[config.mk]
export PLATFORM = sky130hd
export DESIGN_NAME = msk_unmask_seq_flat
export DESIGN_NICKNAME = d
export VERILOG_FILES = /design/src/rtl/msk_unmask_pkg.sv /design/src/rtl/msk_unmask_seq_if.sv /design/src/rtl/msk_unmask_lane.sv /design/src/rtl/msk_unmask_seq.sv /design/src/flat_wrapper.sv
export SDC_FILE = /design/constraint.sdc
export NUM_CORES = 1
export LEC_CHECK = 0
export CAP_MARGIN = 40
export CELL_PAD_IN_SITES_DETAIL_PLACEMENT = 0
export CELL_PAD_IN_SITES_GLOBAL_PLACEMENT = 1
export CORE_AREA = 2 2 39 41
export CTS_CLUSTER_SIZE = 20
export DETAILED_ROUTE_END_ITERATION = 12
export DIE_AREA = 0 0 41 43
export DONT_BUFFER_PORTS = 1
export PLACE_DENSITY_LB_ADDON = 0.12
export SYNTH_ARGS = -nofsm -noshare
export SYNTH_HDL_FRONTEND = slang
export SYNTH_SLANG_ARGS = --single-unit
[constraint.sdc]
create_clock -name clk -period 1.82 [get_ports clk]
set_input_delay 0.455 -clock clk [delete_from_list [all_inputs] [get_ports clk]]
set_output_delay 0.455 -clock clk [all_outputs]
set_load 0.02 [all_outputs]
[src/rtl/msk_unmask_pkg.sv]
// Shared types and helpers for the share-recombination block.
package msk_unmask_pkg;

  // Sequencer phases: wait for a sharing, fold shares, present result.
  typedef enum logic [1:0] {
    IDLE = 2'd0,
    ACC  = 2'd1,
    DONE = 2'd2
  } state_t;

  // Share-index counter width; at least one bit so d=1 still has a counter.
  function automatic int cnt_w(input int d);
    return (d <= 1) ? 1 : $clog2(d);
  endfunction

endpackage

[src/rtl/msk_unmask_seq_if.sv]
// Handshake bundle between a masked producer and the recombination block.
interface msk_unmask_seq_if #(
  parameter int d     = 2,
  parameter int count = 1
);
  logic                 in_valid;
  logic                 in_ready;
  logic [count*d-1:0]   in_sh;
  logic                 out_valid;
  logic                 out_ready;
  logic [count-1:0]     out;

  // Producer/consumer side of the block.
  modport master (
    output in_valid, in_sh, out_ready,
    input  in_ready, out_valid, out
  );

  // The recombination block itself.
  modport slave (
    input  in_valid, in_sh, out_ready,
    output in_ready, out_valid, out
  );
endinterface

[src/rtl/msk_unmask_lane.sv]
// One bit lane: holds the registered shares of a single sharing and
// folds them into a 1-bit accumulator, one share per fold cycle.
module msk_unmask_lane
  import msk_unmask_pkg::*;
#(
  parameter int d     = 2,
  parameter int CNT_W = cnt_w(d)
) (
  input  logic             clk,
  input  logic             rst_n,
  input  logic             load,
  input  logic             fold,
  input  logic             clear,
  input  logic [CNT_W-1:0] cnt,
  input  logic [d-1:0]     sh_in,
  output logic             acc
);

  logic [d-1:0] sh_reg;
  logic         acc_reg;
  logic [d-1:0] one_hot;

  // Decode the share index being folded this cycle into a slot mask.
  always_comb begin
    one_hot = '0;
    for (int j = 0; j < d; j++) begin
      if (cnt == CNT_W'(j)) one_hot[j] = 1'b1;
    end
  end

  // Capture shares, fold one slot per cycle (wiping it), clear after hand-off.
  always_ff @(posedge clk) begin
    if (!rst_n) begin
      sh_reg  <= '0;
      acc_reg <= 1'b0;
    end else if (load) begin
      sh_reg  <= sh_in;
      acc_reg <= 1'b0;
    end else if (fold) begin
      acc_reg <= acc_reg ^ (|(sh_reg & one_hot));
      sh_reg  <= sh_reg & ~one_hot;
    end else if (clear) begin
      acc_reg <= 1'b0;
    end
  end

  assign acc = acc_reg;

endmodule

[src/rtl/msk_unmask_seq.sv]
// Recombines d-share sharings into plain bits. Shares are registered first,
// then folded one share index per cycle across all lanes in parallel.
module msk_unmask_seq
  import msk_unmask_pkg::*;
#(
  parameter int d     = 2,
  parameter int count = 1
) (
  input  logic               clk,
  input  logic               rst_n,
  msk_unmask_seq_if.slave    bus
);

  localparam int CNT_W = cnt_w(d);

  state_t           state_reg, state_next;
  logic [CNT_W-1:0] cnt_reg, cnt_next;
  logic             load, fold, clear;
  logic [count-1:0] acc_vec;

  // State and share-index registers.
  always_ff @(posedge clk) begin
    if (!rst_n) begin
      state_reg <= IDLE;
      cnt_reg   <= '0;
    end else begin
      state_reg <= state_next;
      cnt_reg   <= cnt_next;
    end
  end

  // Next-state and lane control; in_ready/out_valid depend only on state.
  always_comb begin
    state_next = state_reg;
    cnt_next   = cnt_reg;
    load       = 1'b0;
    fold       = 1'b0;
    clear      = 1'b0;
    unique case (state_reg)
      IDLE: begin
        if (bus.in_valid) begin
          load       = 1'b1;
          cnt_next   = '0;
          state_next = ACC;
        end
      end
      ACC: begin
        fold = 1'b1;
        if (cnt_reg == CNT_W'(d - 1)) begin
          cnt_next   = '0;
          state_next = DONE;
        end else begin
          cnt_next = cnt_reg + CNT_W'(1);
        end
      end
      DONE: begin
        if (bus.out_ready) begin
          clear      = 1'b1;
          state_next = IDLE;
        end
      end
      default: begin
        state_next = IDLE;
        cnt_next   = '0;
      end
    endcase
  end

  assign bus.in_ready  = (state_reg == IDLE);
  assign bus.out_valid = (state_reg == DONE);
  assign bus.out       = acc_vec;

  for (genvar gi = 0; gi < count; gi++) begin : gen_lane
    msk_unmask_lane #(
      .d     (d),
      .CNT_W (CNT_W)
    ) u_lane (
      .clk   (clk),
      .rst_n (rst_n),
      .load  (load),
      .fold  (fold),
      .clear (clear),
      .cnt   (cnt_reg),
      .sh_in (bus.in_sh[gi*d +: d]),
      .acc   (acc_vec[gi])
    );
  end

endmodule
[src/flat_wrapper.sv]
// flat-port wrapper written by rule: the top's interface ports become plain ports
module msk_unmask_seq_flat import msk_unmask_pkg::*;
#(
  parameter int d     = 2,
  parameter int count = 1
)
  (clk, rst_n, bus_in_valid, bus_in_sh, bus_out_ready, bus_in_ready, bus_out_valid, bus_out);
  msk_unmask_seq_if #(.d(d), .count(count)) bus_i ();
  input  logic clk;
  input  logic rst_n;
  input wire logic [$bits(bus_i.in_valid)-1:0] bus_in_valid;
  input wire logic [$bits(bus_i.in_sh)-1:0] bus_in_sh;
  input wire logic [$bits(bus_i.out_ready)-1:0] bus_out_ready;
  output wire logic [$bits(bus_i.in_ready)-1:0] bus_in_ready;
  output wire logic [$bits(bus_i.out_valid)-1:0] bus_out_valid;
  output wire logic [$bits(bus_i.out)-1:0] bus_out;
  assign bus_i.in_valid = bus_in_valid;
  assign bus_i.in_sh = bus_in_sh;
  assign bus_i.out_ready = bus_out_ready;
  assign bus_in_ready = bus_i.in_ready;
  assign bus_out_valid = bus_i.out_valid;
  assign bus_out = bus_i.out;
  msk_unmask_seq #(.d(d), .count(count)) u_core (.clk(clk), .rst_n(rst_n), .bus(bus_i));
endmodule
=== Yosys cells after proc, flatten, opt, wreduce, memory -nomap -nowiden ===
Index checks and enable logic that the tools add are counted.

* Flip-flop bits (word level): 6
* Output and inout port bits: 3

* Reduce and logical (&&, ||, !) cells: 7
* Bitwise operators: 6
* Eq/ne operators: 5
* Multiplexer cells: 18
* $add $sub $neg: 1

{| class="wikitable"
|+ Operator list
! cell !! number
|-
| two-way mux 1 bit || 11
|-
| two-way mux 2 bit || 5
|-
| case mux 2 bit (3 select lines) || 1
|-
| bitwise AND 2 bit || 2
|-
| != test 2 bit (second input constant) || 2
|-
| nonzero test 2 bit || 2
|-
| OR reduction 2 bit || 2
|-
| case mux 1 bit (3 select lines) || 1
|-
| AND reduction 3 bit || 1
|-
| equality test 2 x 1 -> 1 bit (second input constant) || 1
|-
| equality test 2 bit (second input constant) || 1
|-
| logical NOT 2 bit || 1
|-
| != test 2 x 1 -> 1 bit (second input constant) || 1
|-
| inverter 1 bit || 2
|-
| inverter 2 bit || 1
|-
| AND reduction 2 bit || 1
|-
| adder 1 bit (second input constant) || 1
|-
| XOR 1 bit || 1
|}

=== Logic depth before layout (Yosys ltp) ===
* Depth after elaboration: 5
* Gate-level depth with buffers: 4
* Mapped depth without buffers: 3

=== Modules after synthesis ===
A second synthesis with hierarchy kept.

* Cell total of the unflattened synthesis: 36
* Area total of the unflattened synthesis: 309.0 sq um

{| class="wikitable"
|+ By module, submodules not included
! module !! cells each !! area each (sq um) !! instances
|-
| msk_unmask_seq || 19 || 158.9 || 1
|-
| msk_unmask_lane || 17 || 150.1 || 1
|}

=== Worst setup path before layout ===
Ideal clock, no wire load.

* Kind: register to output
* Start point: reg u_core.state_reg[0]
* End point: out bus_in_ready
* Slack: 0.625 ns
* Cell stages (with the launch flop): 3
* Data arrival time: 0.740 ns
* Path buffers: 1
* Cells stage by stage: dfxtp_1 -> buf_4 -> nor2_1

* Cells in the longest elaborated chain, start to end: 1

{| class="wikitable"
|+ RTL lines
! element !! line !! text
|-
| start, declared || msk_unmask_seq.sv:16 || <nowiki>state_t state_reg, state_next;</nowiki>
|-
| start signal, assigned || msk_unmask_seq.sv:27 || <nowiki>state_reg <= state_next;</nowiki>
|-
| logical NOT 2 bit || msk_unmask_seq.sv:69 || <nowiki>assign bus.in_ready = (state_reg == IDLE);</nowiki>
|-
| end, declared || flat_wrapper.sv:14 || <nowiki>output wire logic [$bits(bus_i.in_ready)-1:0] bus_in_ready;</nowiki>
|}

Every way passes these cells.

=== Final worst setup path ===
* Start point: reg u_core.state_reg[1]
* End point: out bus_out_valid

* Cells in the longest elaborated chain, start to end: 1

{| class="wikitable"
|+ RTL lines
! element !! line !! text
|-
| equality test 2 bit || msk_unmask_seq.sv:70 || <nowiki>assign bus.out_valid = (state_reg == DONE);</nowiki>
|-
| end, declared || flat_wrapper.sv:15 || <nowiki>output wire logic [$bits(bus_i.out_valid)-1:0] bus_out_valid;</nowiki>
|}

Every way passes these cells.

==> reports/summary.log <==
qor: clock_network.clock_tree_from_tritoncts done
qor: min_path.hold_path_class in2reg
qor: setup_path.r2r_end u_core.state_reg[1]
qor: yosys.ys_ff_latch 6
qor: die.ios 9
qor: sta.tns 0 ns
qor: pwr.power.density 852 mW/mm²
qor: cells_and_area.antenna_cells 0
qor: sta.timing.final.max_slew_violations 0
qor: detailed_routing.ant_nets 0
qor: clock_network.tritoncts_num_sinks 6
qor: clock_network.ctsLongestPathBuffers 2
qor: yosys.synth_area 357 µm²
qor: yosys.syn_area_per_cell 9.38 µm²
qor: detailed_routing.starting_drt_drc_count 6
qor: die.die_height 43 µm
qor: yosys.share_of_flip_flops_with_an_asynchronous_set_or_reset_after_synthesis 0%
qor: cells_and_area.final_cells 55
qor: sta.grt_setup_unrepaired no
qor: setup_path.path_buf_inv 0
qor: yosys.synth_top_cell_by_area sky130_fd_sc_hd__dfxtp_1
qor: setup_path.r2r_setup_slack 0.67 ns
qor: placement.placement.io_buffers 0
qor: die.die_width 41 µm
qor: pwr.power.share.sequential 47.6%
qor: yosys.ys.flop_type sky130_fd_sc_hd__dfxtp_1
qor: global_route.grt_start_max_net_pins 13
qor: clock_network.cts_hold_repair.buffers 0
qor: clock_network.h_tree_depth_reported_by_cts 1
qor: cells_and_area.seqCellArea 120 µm²
qor: sta.finalHoldViolations 0
qor: die.die_area 0.00176 mm²
qor: setup_path.rr_worst_depth 3
qor: detailed_routing.detail_route.first_pass.iterations 3
qor: sta.period_needed 1.50 ns
qor: setup_path.worst-endpoint-required 1.36 ns
qor: yosys.synth-warning-count 0
qor: global_route.grtUsageTotal 10.8%
qor: yosys.synth-edff-count 0
qor: setup_path.cp_top_family flip-flops
qor: die.initial_core_util 25.8%
qor: pwr.swShare 26.6%
qor: setup_path.worst_setup_path_end_kind output port
qor: yosys.post-synth-top-count-cell sky130_fd_sc_hd__dfxtp_1
qor: detailed_routing.drc_errors_left 0
qor: die.core_area 0.00138 mm²
qor: pwr.clkPwrFrac 39.4%
qor: pwr.internal_power 238 µW
qor: detailed_routing.via_total_after_detailed_routing 275
qor: cells_and_area.fraction_of_final_layout_cells_sized_beyond_drive_strength_1 15.4%
qor: yosys.synth_seq_area_share 33.7%
qor: clock_network.post-cts-setup-buffer-count 0
qor: sta.clock_skew 0.00349 ns
qor: global_route.antenna_violations_before_repair 0
qor: cells_and_area.multi_input_comb_area 210 µm²
qor: setup_path.crit-reg2reg-launch u_core.state_reg[0]
qor: yosys.netlist_top_cells_area sky130_fd_sc_hd__dfxtp_1, sky130_fd_sc_hd__nor3b_2, sky130_fd_sc_hd__mux2i_1
qor: clock_network.ctsResizeCount 0
qor: cells_and_area.areaGrowthSynthToFinish 6.67%
qor: yosys.postSynthNetCount 44
qor: sta.timing.slew.headroom 75.0%
qor: yosys.yosysTopAreaCellShare 33.7%
qor: setup_path.critical_path_depth 1
qor: clock_network.root_buffer sky130_fd_sc_hd__clkbuf_4
qor: setup_path.path_cells and2b_4
qor: die.fp-row-count 14
qor: yosys.synth_cell_types 26
qor: setup_path.critical_path.endpoint bus_out_valid
qor: detailed_routing.wire_per_inst 13.1 µm
qor: status.outcome finished, final reports clean
qor: placement.place.detailed.instances 52
qor: clock_network.cts.clk_slew.worst_paths 0.05 ns
qor: setup_path.timing_worst_setup_path_type reg2out
qor: setup_path.arrival_time_reported_for_the_critical_path_endpoint 1.05 ns
qor: clock_network.cts_made_buffers 3
qor: cells_and_area.final.fill_count 156
qor: global_route.grt_first_pass_wirelength 1240 µm
qor: sta.fmax 665 MHz
qor: placement.detailedPlacementHpwl 525 µm
qor: detailed_routing.finalWirelength 718 µm
qor: sta.final.period_utilization 82.6%
qor: pwr.leakage_power_of_the_design 0.000161 µW
qor: detailed_routing.routed_via_density 5.00
qor: sta.worst-slew-pin-transition 0.374 ns
qor: setup_path.largest_fanout_of_any_net_on_the_critical_path 11
qor: placement.routabilityCongestion 0.668
qor: setup_path.critPathLaunch u_core.state_reg[1]
qor: setup_path.slowest_cell_on_the_critical_path sky130_fd_sc_hd__dfxtp_1
qor: sta.setup-violations-final 0
qor: run.max_cap_viol_count 0
qor: clock_network.skew_pair_late_insertion_delay 0.25 ns
qor: pwr.power_switching 86.3 µW
qor: yosys.synthesis.instances 38
qor: yosys.synthTopCellsByCount sky130_fd_sc_hd__dfxtp_1, sky130_fd_sc_hd__nor2b_1
qor: setup_path.timing.critical_path.slowest_cell_delay 0.54 ns
qor: global_route.remaining_global_route_overflow 0
qor: cells_and_area.finalNetCount 47
qor: setup_path.critPathLaunchType flop
qor: pwr.combinational_power_share 12.9%
qor: global_route.first_global_vias 287
qor: cells_and_area.fin_util 27.5%
qor: pwr.ir_worst_vdd 0.197 mV
power by group through the flow:
stage          logic (µW)  clock network, µW  registers [µW]
6_report             41.8                128             154
5_1_grt              46.8                139             157
4_1_cts              42.1                132             155
3_5_place_dp         41.8                  0             157
3_3_place_gp         42.1                  0             157
2_1_floorplan        45.6                  0             150
per-layer routing:
metal | track usage, % | vias to the layer above | routed length, µm
li1 | - | 140 | -
met1 | 14.0 | 123 | 332
met2 | 13.8 | 10 | 304
met3 | 4.19 | 2 | 65
met4 | 8.00 | 0 | 15
met5 | 0 | - | 0
kinds of logic (layout without fill, tap and decap cells):
| logic type | after synthesis | after routing | share of synthesized area [%] |
|---|---|---|---|
| AND/OR/NAND/NOR | 16 | 16 | 34.0 |
| AO/OA/AOI/OAI | 10 | 10 | 19.3 |
| buffers and inverters | 4 | 5 | 7.37 |
| multiplexers | 2 | 2 | 5.61 |
| flip-flops | 6 | 6 | 33.7 |
area by class of cell:
cell class | count | area share (%)
clock buffers | 3 | 5.92
multi-input cells | 28 | 55.3
well taps | 16 | 5.26
inverters | 2 | 1.97
flip-flops and latches | 6 | 31.6
how the worst min path moves through the flow:
stage | from | slack, ns | end | depth (start not counted)
after floorplan | u_core.gen_lane[0].u_lane.sh_reg[1] | 0.46 | u_core.gen_lane[0].u_lane.sh_reg[1] | 2
after global placement | u_core.gen_lane[0].u_lane.sh_reg[1] | 0.51 | u_core.gen_lane[0].u_lane.sh_reg[1] | 2
after detailed placement | u_core.gen_lane[0].u_lane.sh_reg[1] | 0.50 | u_core.gen_lane[0].u_lane.sh_reg[1] | 2
after CTS | rst_n | 0.33 | u_core.state_reg[1] | 1
after global routing | rst_n | 0.34 | u_core.state_reg[1] | 1
final | rst_n | 0.33 | u_core.state_reg[1] | 1
layout by cell type, fill, tap and decap left out:
cell type	synthesis	layout
sky130_fd_sc_hd__and4_1	1	1
sky130_fd_sc_hd__and2b_1	1	1
sky130_fd_sc_hd__a21oi_1	2	2
sky130_fd_sc_hd__o311a_1	1	1
sky130_fd_sc_hd__a41oi_1	1	1
sky130_fd_sc_hd__a31oi_1	1	1
sky130_fd_sc_hd__and3b_1	1	1
sky130_fd_sc_hd__and4bb_1	1	1
sky130_fd_sc_hd__and2b_4	1	1
sky130_fd_sc_hd__o2bb2ai_1	1	1
sky130_fd_sc_hd__dfxtp_1	6	6
sky130_fd_sc_hd__clkbuf_4	0	3
sky130_fd_sc_hd__nor2b_1	3	3
sky130_fd_sc_hd__nand2b_1	1	1
sky130_fd_sc_hd__nor3b_2	2	2
sky130_fd_sc_hd__and3_1	1	1
sky130_fd_sc_hd__inv_1	2	2
sky130_fd_sc_hd__mux2i_1	2	2
sky130_fd_sc_hd__a21boi_1	1	1
sky130_fd_sc_hd__nand2_1	2	2
sky130_fd_sc_hd__nor2_1	1	1
sky130_fd_sc_hd__and2_1	1	1
sky130_fd_sc_hd__o21ai_1	1	1
sky130_fd_sc_hd__o21ai_0	1	1
sky130_fd_sc_hd__o21bai_1	1	1
metrics by stage:
stage / power [µW] / instance area (µm²) / hold WS, ns / worst slack [ns]
3_3_place_gp: 199 / 358 / 0.509 / 0.611
2_1_floorplan: 195 / 357 / 0.461 / 0.625
5_1_grt: 343 / 380 / 0.344 / 0.250
6_report: 324 / 380 / 0.334 / 0.316
4_1_cts: 329 / 380 / 0.327 / 0.312
3_5_place_dp: 199 / 358 / 0.502 / 0.593
No activity file was read; power rests on OpenSTA's default activity.
